### src/rtl/pipelined_alu.sv
// pipelined_alu: valid/ready ALU with registered result/flags and optional iterative shift-add multiplier.
// Optional feature macro: PIPELINED_ALU_MUL_EN. When it is defined, opcode 1010 runs a NUMBITS-cycle
// multiply. When it is undefined, 1010 is treated as an illegal opcode.
// Ports: clk, reset (async, active-high); in_valid/in_ready, A, B, opcode (input side);
//        out_valid/out_ready, result, carryout, overflow, zero, illegal (registered output side).
module pipelined_alu #(
    parameter  int NUMBITS = 16,
    localparam int SHW     = $clog2(NUMBITS)
) (
    input  logic               clk,
    input  logic               reset,
    input  logic               in_valid,
    output logic               in_ready,
    input  logic [NUMBITS-1:0] A,
    input  logic [NUMBITS-1:0] B,
    input  logic [3:0]         opcode,
    output logic               out_valid,
    input  logic               out_ready,
    output logic [NUMBITS-1:0] result,
    output logic               carryout,
    output logic               overflow,
    output logic               zero,
    output logic               illegal
);
    localparam logic [3:0] OP_ADDU = 4'h0, OP_ADDS = 4'h1, OP_SUBU = 4'h2, OP_SUBS = 4'h3;
    localparam logic [3:0] OP_AND  = 4'h4, OP_OR   = 4'h5, OP_XOR  = 4'h6, OP_SRL  = 4'h7;
    localparam logic [3:0] OP_SLL  = 4'h8, OP_SRA  = 4'h9, OP_SLT  = 4'hB, OP_SLTU = 4'hC;
    localparam int         MSB     = NUMBITS - 1;

    logic [SHW-1:0]     amt;
    logic [NUMBITS:0]   sum, diff, srl_w, sll_w, sra_w;
    logic [NUMBITS-1:0] alu_res;
    logic               alu_c, alu_v, alu_ill;
    logic               in_fire;

    // Shifts run one bit wider so the last bit shifted out lands in the extra bit
    // (and is naturally 0 for a zero amount).
    always_comb begin
        amt     = B[SHW-1:0];
        sum     = {1'b0, A} + {1'b0, B};
        diff    = {1'b0, A} - {1'b0, B};
        srl_w   = {A, 1'b0} >> amt;
        sll_w   = {1'b0, A} << amt;
        sra_w   = $unsigned($signed({A, 1'b0}) >>> amt);
        alu_res = '0;
        alu_c   = 1'b0;
        alu_v   = 1'b0;
        alu_ill = 1'b0;
        case (opcode)
            OP_ADDU: begin
                alu_res = sum[MSB:0];
                alu_c   = sum[NUMBITS];
            end
            OP_ADDS: begin
                alu_res = sum[MSB:0];
                alu_v   = (A[MSB] == B[MSB]) && (sum[MSB] != A[MSB]);
            end
            OP_SUBU: begin
                alu_res = diff[MSB:0];
                alu_c   = diff[NUMBITS];
            end
            OP_SUBS: begin
                alu_res = diff[MSB:0];
                alu_v   = (A[MSB] != B[MSB]) && (diff[MSB] != A[MSB]);
            end
            OP_AND:  alu_res = A & B;
            OP_OR:   alu_res = A | B;
            OP_XOR:  alu_res = A ^ B;
            OP_SRL: begin
                alu_res = srl_w[NUMBITS:1];
                alu_c   = srl_w[0];
            end
            OP_SLL: begin
                alu_res = sll_w[MSB:0];
                alu_c   = sll_w[NUMBITS];
            end
            OP_SRA: begin
                alu_res = sra_w[NUMBITS:1];
                alu_c   = sra_w[0];
            end
            OP_SLT:  alu_res = NUMBITS'($signed(A) < $signed(B));
            OP_SLTU: alu_res = NUMBITS'(A < B);
            default: alu_ill = 1'b1;
        endcase
    end

    assign in_fire = in_valid && in_ready;

`ifdef PIPELINED_ALU_MUL_EN
    localparam logic [3:0] OP_MUL = 4'hA;
    localparam int         CW     = $clog2(NUMBITS + 1);

    typedef enum logic {IDLE, MUL} state_t;

    state_t               state;
    logic [2*NUMBITS-1:0] mcand, acc, acc_nxt;
    logic [NUMBITS-1:0]   mplier;
    logic [CW-1:0]        cnt;
    logic                 is_mul;

    assign is_mul   = opcode == OP_MUL;
    assign acc_nxt  = mplier[0] ? acc + mcand : acc;
    assign in_ready = (state == IDLE) && (!out_valid || out_ready) && !reset;

    always_ff @(posedge clk or posedge reset) begin
        if (reset) begin
            state     <= IDLE;
            out_valid <= 1'b0;
            result    <= '0;
            carryout  <= 1'b0;
            overflow  <= 1'b0;
            zero      <= 1'b0;
            illegal   <= 1'b0;
            mcand     <= '0;
            mplier    <= '0;
            acc       <= '0;
            cnt       <= '0;
        end else begin
            if (out_valid && out_ready)
                out_valid <= 1'b0;
            if (in_fire && !is_mul) begin
                out_valid <= 1'b1;
                result    <= alu_res;
                carryout  <= alu_c;
                overflow  <= alu_v;
                zero      <= alu_res == '0;
                illegal   <= alu_ill;
            end
            if (in_fire && is_mul) begin
                mcand  <= {{NUMBITS{1'b0}}, A};
                mplier <= B;
                acc    <= '0;
                cnt    <= CW'(NUMBITS);
                state  <= MUL;
            end
            if (state == MUL) begin
                mcand  <= mcand << 1;
                mplier <= mplier >> 1;
                acc    <= acc_nxt;
                cnt    <= cnt - 1'b1;
                // The final step publishes the freshly accumulated product directly.
                if (cnt == CW'(1)) begin
                    state     <= IDLE;
                    out_valid <= 1'b1;
                    result    <= acc_nxt[MSB:0];
                    carryout  <= 1'b0;
                    overflow  <= |acc_nxt[2*NUMBITS-1:NUMBITS];
                    zero      <= acc_nxt[MSB:0] == '0;
                    illegal   <= 1'b0;
                end
            end
        end
    end
`else
    assign in_ready = (!out_valid || out_ready) && !reset;

    always_ff @(posedge clk or posedge reset) begin
        if (reset) begin
            out_valid <= 1'b0;
            result    <= '0;
            carryout  <= 1'b0;
            overflow  <= 1'b0;
            zero      <= 1'b0;
            illegal   <= 1'b0;
        end else begin
            if (out_valid && out_ready)
                out_valid <= 1'b0;
            if (in_fire) begin
                out_valid <= 1'b1;
                result    <= alu_res;
                carryout  <= alu_c;
                overflow  <= alu_v;
                zero      <= alu_res == '0;
                illegal   <= alu_ill;
            end
        end
    end
`endif
endmodule

### config.mk
export PLATFORM = sky130hd
export DESIGN_NAME = pipelined_alu
export DESIGN_NICKNAME = d
export VERILOG_FILES = /design/src/rtl/pipelined_alu.sv
export SDC_FILE = /design/constraint.sdc
export NUM_CORES = 1
export LEC_CHECK = 0
export ABC_AREA = 1
export CORE_ASPECT_RATIO = 1.5
export CORE_MARGIN = 1
export CORE_UTILIZATION = 47
export CTS_CLUSTER_DIAMETER = 30
export CTS_CLUSTER_SIZE = 8
export DETAILED_ROUTE_END_ITERATION = 12
export HOLD_SLACK_MARGIN = 0.03
export PLACE_DENSITY = 0.81
export SLEW_MARGIN = 20
export SYNTH_ARGS = -nofsm -noshare
export SYNTH_HDL_FRONTEND = slang
export SYNTH_SLANG_ARGS = --single-unit
### constraint.sdc
create_clock -name clk -period 4.62 [get_ports clk]
set_clock_uncertainty 0.15 [all_clocks]
set_input_delay 0.924 -clock clk [delete_from_list [all_inputs] [get_ports clk]]
set_output_delay 0.924 -clock clk [all_outputs]
set_load 0.02 [all_outputs]
==> results.yml <==
critical_path:
  crit_fanout: 5
  crit_top_cell: "nand2_1"
  crit_path_end_kind: "flip-flop"
  critical_path.slowest_cell: "clkdlybuf4s50_1"
  worstPathArrival_ns: 3.90
  required_ns: 4.63
  cp-startpoint: "A[0]"
  cp_cell_sequence: "clkdlybuf4s50_1 > inv_1 > ha_1 > fa_1 > inv_1 > nand2_1 > nand2_1 > nand3_1 > nand2_1 > nand2_1 > nand3_1 > nand2_1 > nor2_1 > nand2_1 > nor2_1 > nand4_1 > o21bai_1"
  critPathLaunchType: "input port"
  crit_type: "in -> reg"
  r2r-start: "out_valid"
  slowest_delay_ns: 0.62
synth:
  syn_inst: 1048
  synth_top_family_by_area: "simple AND/OR/NAND/NOR gates"
  yosysWarnings: 0
  synth-simple-area-share: 0.537
  syn-num-nets: 1142
  ys_seq_elements: 21
  seq_area_frac_synth: 0.0966
  synth_area_per_cell_um2: 5.19
  synthDistinctLibCells: 36
  ys_async_sr_fraction: 1.00
  synthAdderAreaFrac: 0.127
  synth_top_area_cell: "nand2_1"
  synth_xor_area_frac: 0.00322
  synth_edf_count: 0
  yosys.area.top_type_share: 0.255
  synth_compound_area_frac: 0.104
  yosys-top-cells-area: "nand2_1 25%, nand3_1 17%, ha_1 12%"
  synth-main-ff-cell: "dfrtp_1"
  synth.cell_area_um2: 5440
  synthMuxAreaShare: 0
sta:
  tightest_slew_ns: 0.762
  finalSetupViolations: 0
  min_period_ns: 3.89
  hold_viol_final: 0
  rsz0062_at_grt: "false"
  slew_headroom: 0.491
  fmax_mhz: 257
  fin_crit_sh: 0.842
  drv_slew: 0
  finalSetupTns_ns: 0
power:
  pwr-share-clk: 0.157
  ir_drop_v: 0.000169
  p_int_mw: 0.587
  seqPwrFrac: 0.205
  switching_power_mw: 0.554
  power_frac_comb: 0.638
  powerDensity_nw_per_um2: 181
  power_leakage_nw: 3.47
  netSwitchingFraction: 0.485
detailed_routing:
  drc: 0
  wl_um: 22400
  vias_per_cell: 5.81
  ant_nets: 0
  drt_iter0_drc: 794
  wl_per_cell_um: 18.0
  drt-pass1-iter-count: 8
  num_vias: 7226
global_routing:
  antenna_found_initial: 0
  overflow: 0
  grt_pass1_wl_um: 34800
  grt_usage: 0.368
  grt_pass1_vias: 6745
  grt_max_degree: 39
cts:
  cts-root-buf: "clkbuf_16"
  cts.hold.buffers_added: 0
  path_clk_slew_ns: 0.05
  numClockSinks: 21
  cts_tree: "built"
  htree_num_levels: 1
  cts_setup_buffers: 0
  clk_latency_ns: 0.25
  cts_buffers: 3
  cts_resized: 0
  cts_buffer_depth: 2
layout:
  fillCellCount: 1223
  area_delta_synth_final_pct: 15.6
  final_cells: 1244
  layout-drive-gt1-share: 0.0410
  n_antenna_cell: 0
  final_nets: 1192
worst_hold_path:
  hold_path.class: "reg -> reg"
  hold_path.startpoint: "result[10]"
floorplanning:
  core_area_um2: 11200
  die-area_um2: 12000
  io_pins: 62
  start_util: 0.487
  die_w_um: 89.8
  die_h_um: 134
  fp-row-count: 47
run_status:
  status: "completed"
run:
  drv_cap: 0
placement:
  io_buffers: 61
  place.gp.congestion: 1.05
  dp_cells: 1240
  dp_hpwl_um: 18200
-- synthesized netlist by cell type (2+ instances only) --
cell / n
nand2_1: 369
nand3_1: 182
o21a_1: 3
ha_1: 52
buf_6: 2
o21ai_0: 35
nand2_2: 2
nor3_1: 12
buf_2: 24
o22ai_1: 3
and2_1: 5
nor2_2: 6
o21bai_1: 6
clkbuf_1: 10
o21ai_1: 3
inv_2: 6
fa_1: 2
nand4_1: 13
inv_1: 127
xor2_1: 2
nor2_1: 98
buf_4: 3
o211ai_1: 4
dfrtp_1: 21
nor4_1: 2
a21oi_1: 45
buf_1: 2
-- registers in the layout, summed over array words and instances, names as in the netlist --
signal	count
overflow	1
result	16
carryout	1
out_valid	1
zero	1
illegal	1
-- logic make-up (layout without fill, tap and decap cells) --
logic type	after synthesis	in the layout
xor gates and xnor gates	2	2
adders and majority gates	54	54
and+or+nand+nor	692	692
AOI/OAI and AO/OA	103	103
buffers and inverters	176	225
DFF	21	21
-- cells in the final DEF, fill, tap and decap left out, drive strengths merged --
cell           netlist  layout
a21o                 1       1
clkbuf              10       4
nand4               13      13
xor2                 2       2
o22ai                3       3
or2                  2       2
and2                 5       5
nor3                12      12
nand3              182     182
o211ai               4       4
o21bai               6       6
clkdlybuf4s50        0      61
o21ai               38      38
inv                134     134
fa                   2       2
o21a                 3       3
nor2               104     104
a21oi               45      45
ha                  52      52
dfrtp               21      21
clkinv               1       1
a21boi               1       1
nand2              372     372
buf                 31      25
a2bb2oi              1       1
nor4                 2       2
a211oi               1       1
-- worst paths after layout --
path                            cells past startpoint    endpoint  slack (ns)
worst max register to register                     13        zero        2.16
min in group asynchronous                           3  result[14]        0.97
worst min register to register                      2  result[10]        0.33
worst max-delay path                               17        zero        0.73
worst min-delay path                                2  result[10]        0.33
max in group asynchronous                           3   result[2]        3.14
-- power by group through the flow --
stage	sequential (mW)	combinational, mW	clock, mW
after floorplan	0.275	0.399	0
after global placement	0.236	0.702	0
after detailed placement	0.236	0.704	0
after CTS	0.234	0.708	0.181
after global routing	0.236	0.788	0.191
final	0.234	0.727	0.179
-- metal layers --
layer  wire length, um  GRT usage  vias to the layer above  share of wire
met5                 0          0                        -              0
met2             10400      0.628                      418           0.47
met4              1900      0.266                        0          0.085
met1              8080      0.423                     3227           0.36
li1                  -          -                     3447              -
met3              1980     0.0457                      134          0.088
-- through the flow --
step,util,hold WS [ns],power (mW),worst slack [ns],cell area [um^2]
floorplan,-,0.441,0.674,1.55,5440
global placement,0.556,0.313,0.938,0.640,6210
detailed placement,0.556,0.317,0.940,0.615,6210
CTS,0.563,0.331,1.12,0.788,6290
global route,0.563,0.350,1.21,0.576,6290
finish,0.563,0.331,1.14,0.732,6290
-- cell type report --
type | instances | area (um^2) | area share
clock buffer | 4 | 78.8 | 0.0125
timing repair buffer | 86 | 798 | 0.127
sequential | 21 | 526 | 0.0835
tap | 147 | 184 | 0.0292
multi-input combinational | 851 | 4190 | 0.667
inverter | 135 | 509 | 0.0810
-- worst max-delay path: cells and delay by family --
kind	cells	cell delay (ns)
and+or+nand+nor	11	1.25
buffers and inverters	3	0.85
adders and majority gates	2	0.67
AOI/OAI and AO/OA	1	0.19
Power figures use the tool's default switching activity.
